[src/rtl/pipe_stage_buf.sv]
// rtl/pipe_stage_buf.sv - valid/ready pipeline stage register with exception sideband; optional skid via PIPE_STAGE_SKID_EN
module pipe_stage_buf #(
    parameter int          DW         = 64,
    parameter logic [31:0] HANDLER_PC = 32'h0000_4180
) (
    input  logic          clk,
    input  logic          reset,
    input  logic          flush,
    input  logic          irq,
    input  logic          in_valid,
    output logic          in_ready,
    input  logic [DW-1:0] in_data,
    input  logic [31:0]   in_pc,
    input  logic [4:0]    in_exc,
    input  logic          in_bd,
    output logic          out_valid,
    input  logic          out_ready,
    output logic [DW-1:0] out_data,
    output logic [31:0]   out_pc,
    output logic [31:0]   out_pc4,
    output logic [4:0]    out_exc,
    output logic          out_bd,
    output logic [1:0]    occupancy
);

    localparam logic [1:0] ST_EMPTY = 2'd0;
    localparam logic [1:0] ST_MAIN  = 2'd1;
`ifdef PIPE_STAGE_SKID_EN
    localparam logic [1:0] ST_FULL  = 2'd2;
`endif

    logic [1:0]    state;
    logic [1:0]    next_state;
    logic          push;
    logic          pop;
    logic          load_out;
    logic [DW-1:0] ld_data;
    logic [31:0]   ld_pc;
    logic [31:0]   ld_pc4;
    logic [4:0]    ld_exc;
    logic          ld_bd;

    assign push      = in_valid & in_ready;
    assign pop       = out_valid & out_ready;
    assign occupancy = state;

`ifdef PIPE_STAGE_SKID_EN
    logic          from_skid;
    logic          load_skid;
    logic          ready_q;
    logic [DW-1:0] skid_data;
    logic [31:0]   skid_pc;
    logic [31:0]   skid_pc4;
    logic [4:0]    skid_exc;
    logic          skid_bd;

    // Registered ready: the only path into in_ready is the state register.
    assign in_ready = ready_q;
`else
    // Without a skid slot the stage can only accept when the output frees up this cycle.
    assign in_ready = !out_valid | out_ready;
`endif

    // Next-state and load decisions for the EMPTY/MAIN(/FULL) occupancy machine.
    always_comb begin
        next_state = state;
        load_out   = 1'b0;
`ifdef PIPE_STAGE_SKID_EN
        from_skid  = 1'b0;
        load_skid  = 1'b0;
`endif
        case (state)
            ST_EMPTY: begin
                if (push) begin
                    next_state = ST_MAIN;
                    load_out   = 1'b1;
                end
            end
            ST_MAIN: begin
                if (push && pop) begin
                    load_out = 1'b1;
`ifdef PIPE_STAGE_SKID_EN
                end else if (push) begin
                    next_state = ST_FULL;
                    load_skid  = 1'b1;
`endif
                end else if (pop) begin
                    next_state = ST_EMPTY;
                end
            end
`ifdef PIPE_STAGE_SKID_EN
            ST_FULL: begin
                if (pop) begin
                    next_state = ST_MAIN;
                    load_out   = 1'b1;
                    from_skid  = 1'b1;
                end
            end
`endif
            default: next_state = ST_EMPTY;
        endcase
    end

    // Source for the output register: the skid entry when draining, otherwise the input.
    always_comb begin
        ld_data = in_data;
        ld_pc   = in_pc;
        ld_pc4  = in_pc + 32'd4;
        ld_exc  = in_exc;
        ld_bd   = in_bd;
`ifdef PIPE_STAGE_SKID_EN
        if (from_skid) begin
            ld_data = skid_data;
            ld_pc   = skid_pc;
            ld_pc4  = skid_pc4;
            ld_exc  = skid_exc;
            ld_bd   = skid_bd;
        end
`endif
    end

    // Output register and state; irq beats flush beats the handshake.
    always_ff @(posedge clk or negedge reset) begin
        if (!reset) begin
            state     <= ST_EMPTY;
            out_valid <= 1'b0;
            out_data  <= '0;
            out_pc    <= '0;
            out_pc4   <= '0;
            out_exc   <= '0;
            out_bd    <= 1'b0;
        end else if (irq) begin
            state     <= ST_EMPTY;
            out_valid <= 1'b0;
            out_data  <= '0;
            out_pc    <= HANDLER_PC;
            out_pc4   <= HANDLER_PC + 32'd4;
            out_exc   <= '0;
            out_bd    <= 1'b0;
        end else if (flush) begin
            // PC fields are left alone so the last macro-PC stays visible.
            state     <= ST_EMPTY;
            out_valid <= 1'b0;
            out_exc   <= '0;
            out_bd    <= 1'b0;
        end else begin
            state     <= next_state;
            out_valid <= (next_state != ST_EMPTY);
            if (load_out) begin
                out_data <= ld_data;
                out_pc   <= ld_pc;
                out_pc4  <= ld_pc4;
                out_exc  <= ld_exc;
                out_bd   <= ld_bd;
            end
        end
    end

`ifdef PIPE_STAGE_SKID_EN
    // Skid slot captures the entry that arrives while the output is stalled.
    always_ff @(posedge clk or negedge reset) begin
        if (!reset) begin
            skid_data <= '0;
            skid_pc   <= '0;
            skid_pc4  <= '0;
            skid_exc  <= '0;
            skid_bd   <= 1'b0;
        end else if (load_skid && !irq && !flush) begin
            skid_data <= in_data;
            skid_pc   <= in_pc;
            skid_pc4  <= in_pc + 32'd4;
            skid_exc  <= in_exc;
            skid_bd   <= in_bd;
        end
    end

    // Ready is precomputed from the next state so it never depends on out_ready combinationally.
    always_ff @(posedge clk or negedge reset) begin
        if (!reset) begin
            ready_q <= 1'b1;
        end else if (irq || flush) begin
            ready_q <= 1'b1;
        end else begin
            ready_q <= (next_state != ST_FULL);
        end
    end
`endif

endmodule

[config.mk]
export PLATFORM = sky130hd
export DESIGN_NAME = pipe_stage_buf
export DESIGN_NICKNAME = d
export VERILOG_FILES = /design/src/rtl/pipe_stage_buf.sv
export SDC_FILE = /design/constraint.sdc
export NUM_CORES = 1
export LEC_CHECK = 0
export ABC_AREA = 1
export CAP_MARGIN = 20
export CORE_ASPECT_RATIO = 2
export CORE_MARGIN = 10
export CORE_UTILIZATION = 35
export CTS_CLUSTER_DIAMETER = 200
export DETAILED_ROUTE_END_ITERATION = 8
export GPL_TIMING_DRIVEN = 0
export PLACE_DENSITY = 0.67
export SYNTH_ARGS = -nofsm -noshare
export SYNTH_HDL_FRONTEND = slang
export SYNTH_SLANG_ARGS = --single-unit
[constraint.sdc]
create_clock -name clk -period 1.6 [get_ports clk]
set_input_delay 0.4 -clock clk [delete_from_list [all_inputs] [get_ports clk]]
set_output_delay 0.4 -clock clk [all_outputs]
set_load 0.01 [all_outputs]
==> results of run 1 <==
-- what timing repair did --
item,CTS,global route
endpoints found under the setup margin,254,133
pin swaps,3,5
setup buffers,5,1
resized for setup,180,60
cloned,0,1
-- synthesized netlist by cell type (2+ instances only) --
cell	count	area share [%]
nand2_2	3	0.30
nor2_1	56	3.4
buf_1	11	0.67
nand4_1	4	0.40
nand2_1	244	15
o211ai_2	4	0.81
nor2_2	2	0.20
inv_2	2	0.12
nor3_1	2	0.16
dfrtp_1	135	54
inv_1	45	2.7
nand3_1	167	13
buf_6	4	0.73
buf_2	18	1.5
a21oi_1	5	0.40
buf_4	2	0.24
o21ai_0	36	2.9
nand3b_1	2	0.24
o21ai_1	2	0.16
clkbuf_1	8	0.48
-- flip-flops by register name, summed over array words and instances, names as in the netlist --
register / count
out_pc: 32
out_bd: 1
out_data: 64
out_exc: 5
out_pc4: 30
out_valid: 1
occupancy: 2
-- where the power goes --
part | switching (mW) | internal (mW) | total, mW
registers | 0.0663 | 3.54 | 3.60
clock network | 1.53 | 2.74 | 4.26
logic | 0.603 | 0.499 | 1.10
total | 2.20 | 6.77 | 8.97
-- metrics by stage --
step           util (%)  instances  instance area (µm²)
2_1_floorplan         -        764                 6203
3_3_place_gp      51.38       1219                 8919
3_5_place_dp      51.55       1220                 8947
4_1_cts           54.99       1257                 9544
5_1_grt           55.75       1259                 9677
6_report          55.75       1259                 9677
-- layout make-up --
cell class                 instances  area, µm²  share of cell area (%)
antenna                            1      2.502                 0.02586
buffer                            42      271.5                   2.806
clock buffer                      21      470.5                   4.862
clock inverter                    11      170.2                   1.758
inverter                          48      185.2                   1.914
multi-input combinational        538       2552                   26.38
sequential                       135       3379                   34.92
tap                              210      262.8                   2.715
timing repair buffer             253       2382                   24.62
-- final timing paths --
kind                                  startpoint                  endpoint  slack [ps]  cells past startpoint
hold reg to reg            out_pc[8]$_DFFE_PN0P_     out_pc[8]$_DFFE_PN0P_         490                      2
setup / recovery             out_valid$_DFF_PN0_                 out_valid          30                      1
max in group asynchronous                  reset  out_data[55]$_DFFE_PN0P_         840                      2
hold / removal                             reset    out_pc[29]$_DFFE_PN0P_         -20                      1
min in group clk                        in_pc[2]    out_pc4[2]$_DFFE_PN0P_         280                      2
setup reg to reg             out_valid$_DFF_PN0_     out_pc[1]$_DFFE_PN0P_          70                      6
-- routing by layer --
metal  GRT usage (%)  vias to the layer above  share of wire (%)
met5               0                        -                  0
met2           35.28                      242                 54
li1                -                     3023                  -
met1           20.52                     3006                 37
met3           4.898                       43                6.4
met4           8.445                        0                2.9
-- cells by family after synthesis --
| kind of cell | share of synthesized area (%) |
|---|---|
| simple gates | 33.97 |
| flops | 54.46 |
| buf+inv | 6.474 |
| compound gates | 4.699 |
| xor+xnor | 0.1412 |
| fa+ha+maj | 0.2017 |
| other cells | 0.06045 |
==> results.ini, run 1 <==
[clock_tree]
tritoncts = built
cts.path.max_buffers = 2
ctsHoldBuffers = 0
cts-root-buf = clkbuf_16
clock_latency_ps = 420
htreeDepth = 4
clk_pin_slew_ps = 60
clkSinkCount = 135
numCtsBuffers = 17

[placed_design]
io_buffers = 245
gp_congestion = 0.9602
hpwl_um = 18100
place_ws_ps = -830.7

[timing]
hold_viol = 12
setup_violations = 0
clock.fmax_ghz = 0.6380
fin_crit_sh_pct = 97.96
hold_ws_ps = -23.71
fin_skew_ps = 8.560
setup_ws_ps = 32.63
rsz0062_at_grt = true
tns_ps = 0
drv_slew = 0
relSlewSlack_pct = 54.70
post-route-min-period_ps = 1567
tightest_slew_ps = 679.5

[route]
vias = 6314
antenna_left = 0
wirelength_um = 23810
detail_route.wl_per_cell_um = 18.91
drtIter0Drc = 579
detail_route.first_pass.iterations = 6
drt-vias-per-instance = 5.015
drc = 0

[layout]
nNetsFinal = 1144
final_cell_mix = nand2_1 (243), nand3_1 (164), dlygate4sd2_1 (137)
final_layout_size_suffix_gt1_share_pct = 11.35
n_fill_cell = 1688
syn2layout_area_growth_pct = 55.99
layout_commonest_cell = nand2_1

[worst_setup_path]
worstPathArrival_ps = 1170
worst_setup_path_start_kind = flop
end_kind = output port
crit_buf_inv = 1
crit_fanout = 4
critPathMaxStageDelay_ps = 440
critPathTopFamily = flip-flops
cp_slowest_cell = dfrtp_2
crit_required_ps = 1200
path_cells = dlygate4sd2_1
worst-setup-path-type = flop to output port

[grt]
grt_pass1_wl_um = 36290
grt.total_usage_pct = 19.55
grt_max_degree = 70
antenna_found_initial = 1
grt.overflow.total = 0
grt_pass1_vias = 6315

[synthesis]
seq_area_frac_synth_pct = 54.46
synthFlopType = dfrtp_1
ys_types = 32
synth_warnings = 0
syn-cell-area_mm2 = 0.006203
synth_edf_count = 0
synthCells = 764
synth_nets = 873
postSynth.asyncResetShare_pct = 100.0
syn_area_per_cell_um2 = 8.120
ys_ff_latch = 135

[pwr]
total_power_mw = 8.967
irDropWorstVdd_mv = 0.5459
cellPowerDensity_mw_per_mm2 = 926.7
p_leak_nw = 5.300

[hold_path]
hp-class = input pin to async pin

[run]
maxCapViolCount = 0

[floorplanning]
start_util_pct = 35.74
die-height_um = 208.3
row_count = 68
fp.dieArea_mm2 = 0.02377
core_region_area_mm2 = 0.01736
io_pins = 246
die_w_um = 114.1

[status]
violations = hold timing
status = finished, violations left

Note: power is estimated with default switching activity, not from simulation.
==> run 2, diff against run 1 <==
--- a/config.mk
+++ b/config.mk
@@ -14,6 +14,7 @@
 export DETAILED_ROUTE_END_ITERATION = 8
 export GPL_TIMING_DRIVEN = 0
 export PLACE_DENSITY = 0.67
+export SLEW_MARGIN = 5
 export SYNTH_ARGS = -nofsm -noshare
 export SYNTH_HDL_FRONTEND = slang
 export SYNTH_SLANG_ARGS = --single-unit
==> results of run 2 <==
No change in the layout: final DEF, timing and power equal those of run 1.
